<file path="config.mk">
export PLATFORM = sky130hd
export DESIGN_NAME = det_rr_sched
export DESIGN_NICKNAME = d
export VERILOG_FILES = /design/src/rtl/det_rr_sched.sv
export SDC_FILE = /design/constraint.sdc
export NUM_CORES = 1
export LEC_CHECK = 0
export BUFFER_PORTS_ARGS = -buffer_cell sky130_fd_sc_hd__buf_2
export CAP_MARGIN = 10
export CORE_MARGIN = 2
export CORE_UTILIZATION = 54
export DETAILED_ROUTE_END_ITERATION = 10
export GPL_ROUTABILITY_DRIVEN = 0
export PLACE_DENSITY = 0.78
export REMOVE_ABC_BUFFERS = 1
export SLEW_MARGIN = 20
export SYNTH_ARGS = -nofsm -noshare
export SYNTH_HDL_FRONTEND = slang
export SYNTH_SLANG_ARGS = --single-unit
</file>
<file path="constraint.sdc">
create_clock -name clk -period 2.5 [get_ports clk]
set_input_delay 0.125 -clock clk [delete_from_list [all_inputs] [get_ports clk]]
set_output_delay 0.125 -clock clk [all_outputs]
set_load 0.01 [all_outputs]
</file>
<file path="src/rtl/det_rr_sched.sv">
// det_rr_sched: one overlapping-1011 Moore detector time-shared among NCH
// serial channels. Each channel keeps its own 3-bit detector context; a
// round-robin arbiter picks one eligible channel per cycle and only that
// channel's context advances.
// Optional build macro DET_RR_SCHED_CNT_EN adds per-channel saturating
// detection counters with a combinational read port (i_cnt_sel / o_cnt).

module det_rr_lane (
  input  logic       clk,
  input  logic       rst_n,
  input  logic       gnt,
  input  logic       clr,
  input  logic       b,
  output logic       hit
`ifdef DET_RR_SCHED_CNT_EN
  ,
  output logic [7:0] cnt
`endif
);

  typedef enum logic [2:0] {
    INIT     = 3'd0,
    GET_1    = 3'd1,
    GET_10   = 3'd2,
    GET_101  = 3'd3,
    GET_1011 = 3'd4
  } ctx_t;

  ctx_t ctx, ctx_nxt, step;

  // Detector transition for the incoming bit; unused encodings behave as INIT
  always_comb begin
    step = INIT;
    case (ctx)
      INIT:     step = b ? GET_1    : INIT;
      GET_1:    step = b ? GET_1    : GET_10;
      GET_10:   step = b ? GET_101  : INIT;
      GET_101:  step = b ? GET_1011 : GET_10;
      GET_1011: step = b ? GET_1    : GET_10;
      default:  step = b ? GET_1    : INIT;
    endcase
  end

  // Clear wins over any update; otherwise only a granted lane advances
  always_comb begin
    ctx_nxt = ctx;
    hit     = 1'b0;
    if (clr) begin
      ctx_nxt = INIT;
    end else if (gnt) begin
      ctx_nxt = step;
      hit     = (step == GET_1011);
    end
  end

  // Context register
  always_ff @(posedge clk or negedge rst_n) begin
    if (!rst_n) ctx <= INIT;
    else        ctx <= ctx_nxt;
  end

`ifdef DET_RR_SCHED_CNT_EN
  // Saturating detection counter, cleared with the context
  always_ff @(posedge clk or negedge rst_n) begin
    if (!rst_n)                    cnt <= 8'd0;
    else if (clr)                  cnt <= 8'd0;
    else if (hit && cnt != 8'hff)  cnt <= cnt + 8'd1;
  end
`endif

endmodule

module det_rr_sched #(
  parameter int NCH = 4
) (
  input  logic           clk,
  input  logic           rst_n,
  input  logic [NCH-1:0] i_req,
  input  logic [NCH-1:0] i_bit,
  input  logic [NCH-1:0] i_clr,
  output logic [NCH-1:0] o_gnt,
  output logic           o_det,
  output logic [1:0]     o_det_ch
`ifdef DET_RR_SCHED_CNT_EN
  ,
  input  logic [1:0]     i_cnt_sel,
  output logic [7:0]     o_cnt
`endif
);

  logic [1:0]     ptr;
  logic [1:0]     gidx;
  logic           found;
  logic [NCH-1:0] elig;
  logic [NCH-1:0] hit;
`ifdef DET_RR_SCHED_CNT_EN
  logic [NCH-1:0][7:0] cnt;
`endif

  assign elig = i_req & ~i_clr;

  // Round-robin search starting at ptr; grant is held off entirely in reset
  always_comb begin
    found = 1'b0;
    gidx  = 2'd0;
    o_gnt = '0;
    for (int i = 0; i < NCH; i++) begin
      if (!found && elig[ptr + 2'(i)]) begin
        found = 1'b1;
        gidx  = ptr + 2'(i);
      end
    end
    if (found && rst_n) o_gnt[gidx] = 1'b1;
  end

  det_rr_lane u_lane [NCH-1:0] (
    .clk   (clk),
    .rst_n (rst_n),
    .gnt   (o_gnt),
    .clr   (i_clr),
    .b     (i_bit),
    .hit   (hit)
`ifdef DET_RR_SCHED_CNT_EN
    ,
    .cnt   (cnt)
`endif
  );

  // Pointer moves past the granted channel; holds when nothing is granted
  always_ff @(posedge clk or negedge rst_n) begin
    if (!rst_n)       ptr <= 2'd0;
    else if (|o_gnt)  ptr <= gidx + 2'd1;
  end

  // One-cycle detection pulse; channel index sticks between pulses
  always_ff @(posedge clk or negedge rst_n) begin
    if (!rst_n) begin
      o_det    <= 1'b0;
      o_det_ch <= 2'd0;
    end else begin
      o_det <= |hit;
      if (|hit) o_det_ch <= gidx;
    end
  end

`ifdef DET_RR_SCHED_CNT_EN
  assign o_cnt = cnt[i_cnt_sel];
`endif

endmodule

</file>
==> results by group <==
STA
  – Relative slew margins: 46.7%
  – Fin. max-slew vios: 0
  – Clock skew: 0.00809 ns
  – Final period utilization: 95.8%
  – Final hold slack: 0.0481 ns
  – F_max: 418 MHz
  – Post-layout minimum cycle time: 2.39 ns
  – Final setup fails: 0
  – Final hold vios: 0
  – Slew @ Worst Pin: 0.791 ns
  – Fin worst setup slack: 0.106 ns

Clock network
  – Root Buffer: clkbuf_4
  – Clock sinks: 17
  – CTS buffer count: 3
  – Clk_lat worst skew: 0.30 ns
  – Clock transition at path regs: 0.10 ns
  – Maximum clock path buffer count: 2
  – H-tree depth: 1
  – TritonCTS clock tree: built

Power and ir drop
  – Power Density: 493 nW/um^2
  – Leak: 0.624 nW
  – Worst VDD drop: 364 uV

GRT
  – Initial antenna violation count: 0
  – Largest net degree at the start of global routing: 13
  – GRT Util Overall: 24.9%
  – Grt ovf: 0
  – Vias in the first global route: 1037
  – First-pass GRT wire length: 4.71 mm

Yosys
  – Cell Area, Synth: 1150 um^2
  – Synth Register Bits: 17
  – Synth area leaders: dfrtp_1, o21ai_0, ha_1
  – Register area share after synthesis: 36.9%
  – Largest area contributor in the netlist: dfrtp_1
  – Synth unique cells: 39
  – Yosys warnings: 0
  – Fraction of registers with async set/reset: 100%
  – Post-Syn Instances: 122
  – Top cell type's share of synthesized area: 36.9%
  – Post-synth EDFFs: 0
  – Average size of a mapped cell: 9.45 um^2
  – Top FF cell, synth: dfrtp_1

Drt
  – DRC errors left: 0
  – Vias: 1050
  – WL final: 2.75 mm
  – Routed Antenna Nets: 0
  – WL per Instance: 15.4 um
  – Via/cell ratio: 5.90
  – Drt pass-1 iters: 5
  – DRT iter0 DRCs: 44

Worst setup path
  – Crit-path leading delay family: compound AO/OA/AOI/OAI gates
  – Worst setup EP type: flip-flop
  – CP max-delay cell: dfrtp_2
  – Crit path buffers/inverters: 3
  – Worst setup SP type: flip-flop
  – Critical path data arrival time: 2.58 ns
  – Crit path largest cell delay: 0.44 ns
  – Critical path cell sequence: and3b_1 > o21ai_0 > o221a_2 > inv_1 > ha_1 > inv_2 > nor4_4 > o41ai_2 > buf_4 > mux2_4
  – Setup crit start: ptr[1]
  – Worst setup path class: flip-flop to flip-flop
  – Crit path required time: 2.68 ns
  – Crit path max fanout: 5
  – R2R Path Start: ptr[1]

Cells and area
  – # diodes: 0
  – Most frequent cells in the layout: buf_2, dfrtp_1, o21ai_0
  – Most common cell after layout, fill and taps aside: buf_2
  – Area growth syn-to-layout: 20.0%
  – Ratio of cells with drive above 1 in the final layout: 30.5%
  – Nets: 170
  – Fill cells: 146

Die
  – Die width: 50.2 um
  – Die Y: 50.2 um
  – Core area: 1980 um^2
  – Die area: 2520 um^2
  – Row count: 16
  – IO Count: 21
  – Starting density of the core: 58.1%

Job
  – Max Cap Viol: 0

Min path
  – Hold Crit Start: i_clr[1]
  – Worst hold path class: input pin to flip-flop

Status
  – Status: finished clean

Place
  – DP Wirelength: 2.08 mm
  – Pre-CTS setup slack: -0.0339 ns
  – I/O Buffers: 20
==> cells by family after synthesis <==
logic type / count (synthesis) / synth area share (%)
simple gates: 42 / 20.5
compound gates: 33 / 21.4
buf+inv: 17 / 7.82
flops: 17 / 36.9
mux: 9 / 9.01
fa+ha+maj: 4 / 4.34
==> sequential cells by signal, indices dropped and copies added, names as in the netlist <==
register	count
o_det	1
o_det_ch	2
ptr	2
u_lane.ctx	12
==> worst register-to-register path, cell delays in order, from the launching register on <==
cell     delay (ns)
dfrtp_2        0.44
and3b_1        0.19
o21ai_0        0.15
o221a_2        0.25
inv_1          0.09
ha_1           0.22
inv_2          0.12
nor4_4         0.07
o41ai_2        0.30
buf_4          0.18
mux2_4         0.29
==> cell type report <==
class	count	area, um^2	area share (%)
clock buffers	4	26.3	1.90
inverters	11	41.3	2.99
multi-input cells	88	669	48.4
flip-flops and latches	17	427	30.9
well taps	27	33.8	2.44
repair buffers	31	185	13.4
==> metal layers <==
layer  up-vias  global-route usage [%]  part of all wire (%)
met5         -                       0                     0
met4         0                    11.1                   1.7
met3         6                    4.76                   5.3
met2        39                    39.3                    46
met1       504                    33.1                    47
li1        501                       -                     -
==> worst paths after layout <==
path	to	cells after the start	slack, ns
worst max-delay path	o_det_ch[1]	10	0.11
worst min-delay path	u_lane[1].ctx[1]	2	0.05
worst max register to register	o_det_ch[1]	10	0.11
worst min register to register	ptr[0]	1	0.56
max in group asynchronous	u_lane[3].ctx[0]	3	1.87
min in group asynchronous	u_lane[1].ctx[0]	2	0.21
==> power by group <==
group / internal, mW / switching, mW / total, mW / leakage [nW]
clock: 0.0622 / 0.0882 / 0.150 / 0.0150
sequential: 0.297 / 0.0205 / 0.317 / 0.231
combinational: 0.0981 / 0.116 / 0.214 / 0.378
==> cell usage after synthesis, types with 2 or more instances <==
cell and n:
dfrtp_1 17, inv_1 11, o21ai_0 11, nand2_1 9, nand2b_1 8, a21oi_1 7, nor2_1 6, buf_4 5
ha_1 4, mux2i_1 4, nand4_1 3, nor2b_1 3, nor4_1 3, mux2_1 2, mux2_4 2, nand3b_1 2
o41a_1 2, o41ai_2 2
==> metrics by stage <==
stage	util (%)	TNS [ns]	cell area, um^2	cells	total power [mW]
5_1_grt	69.8	-0.00229	1380	178	0.726
4_1_cts	67.3	0	1330	176	0.662
6_report	69.8	0	1380	178	0.681
3_3_place_gp	65.1	0	1290	170	0.505
3_5_place_dp	65.1	-0.0654	1290	170	0.512
2_1_floorplan	-	0	1100	116	0.436
==> repair_timing <==
action | in CTS | in global routing
setup buffers | 1 | 2
endpoints found under the hold margin | 17 | 0
hold buffers | 1 | 0
endpoints found under the setup margin | 2 | 2
gates resized for setup | 0 | 7
pin swaps | 1 | 0
Power figures use the tool's default switching activity.
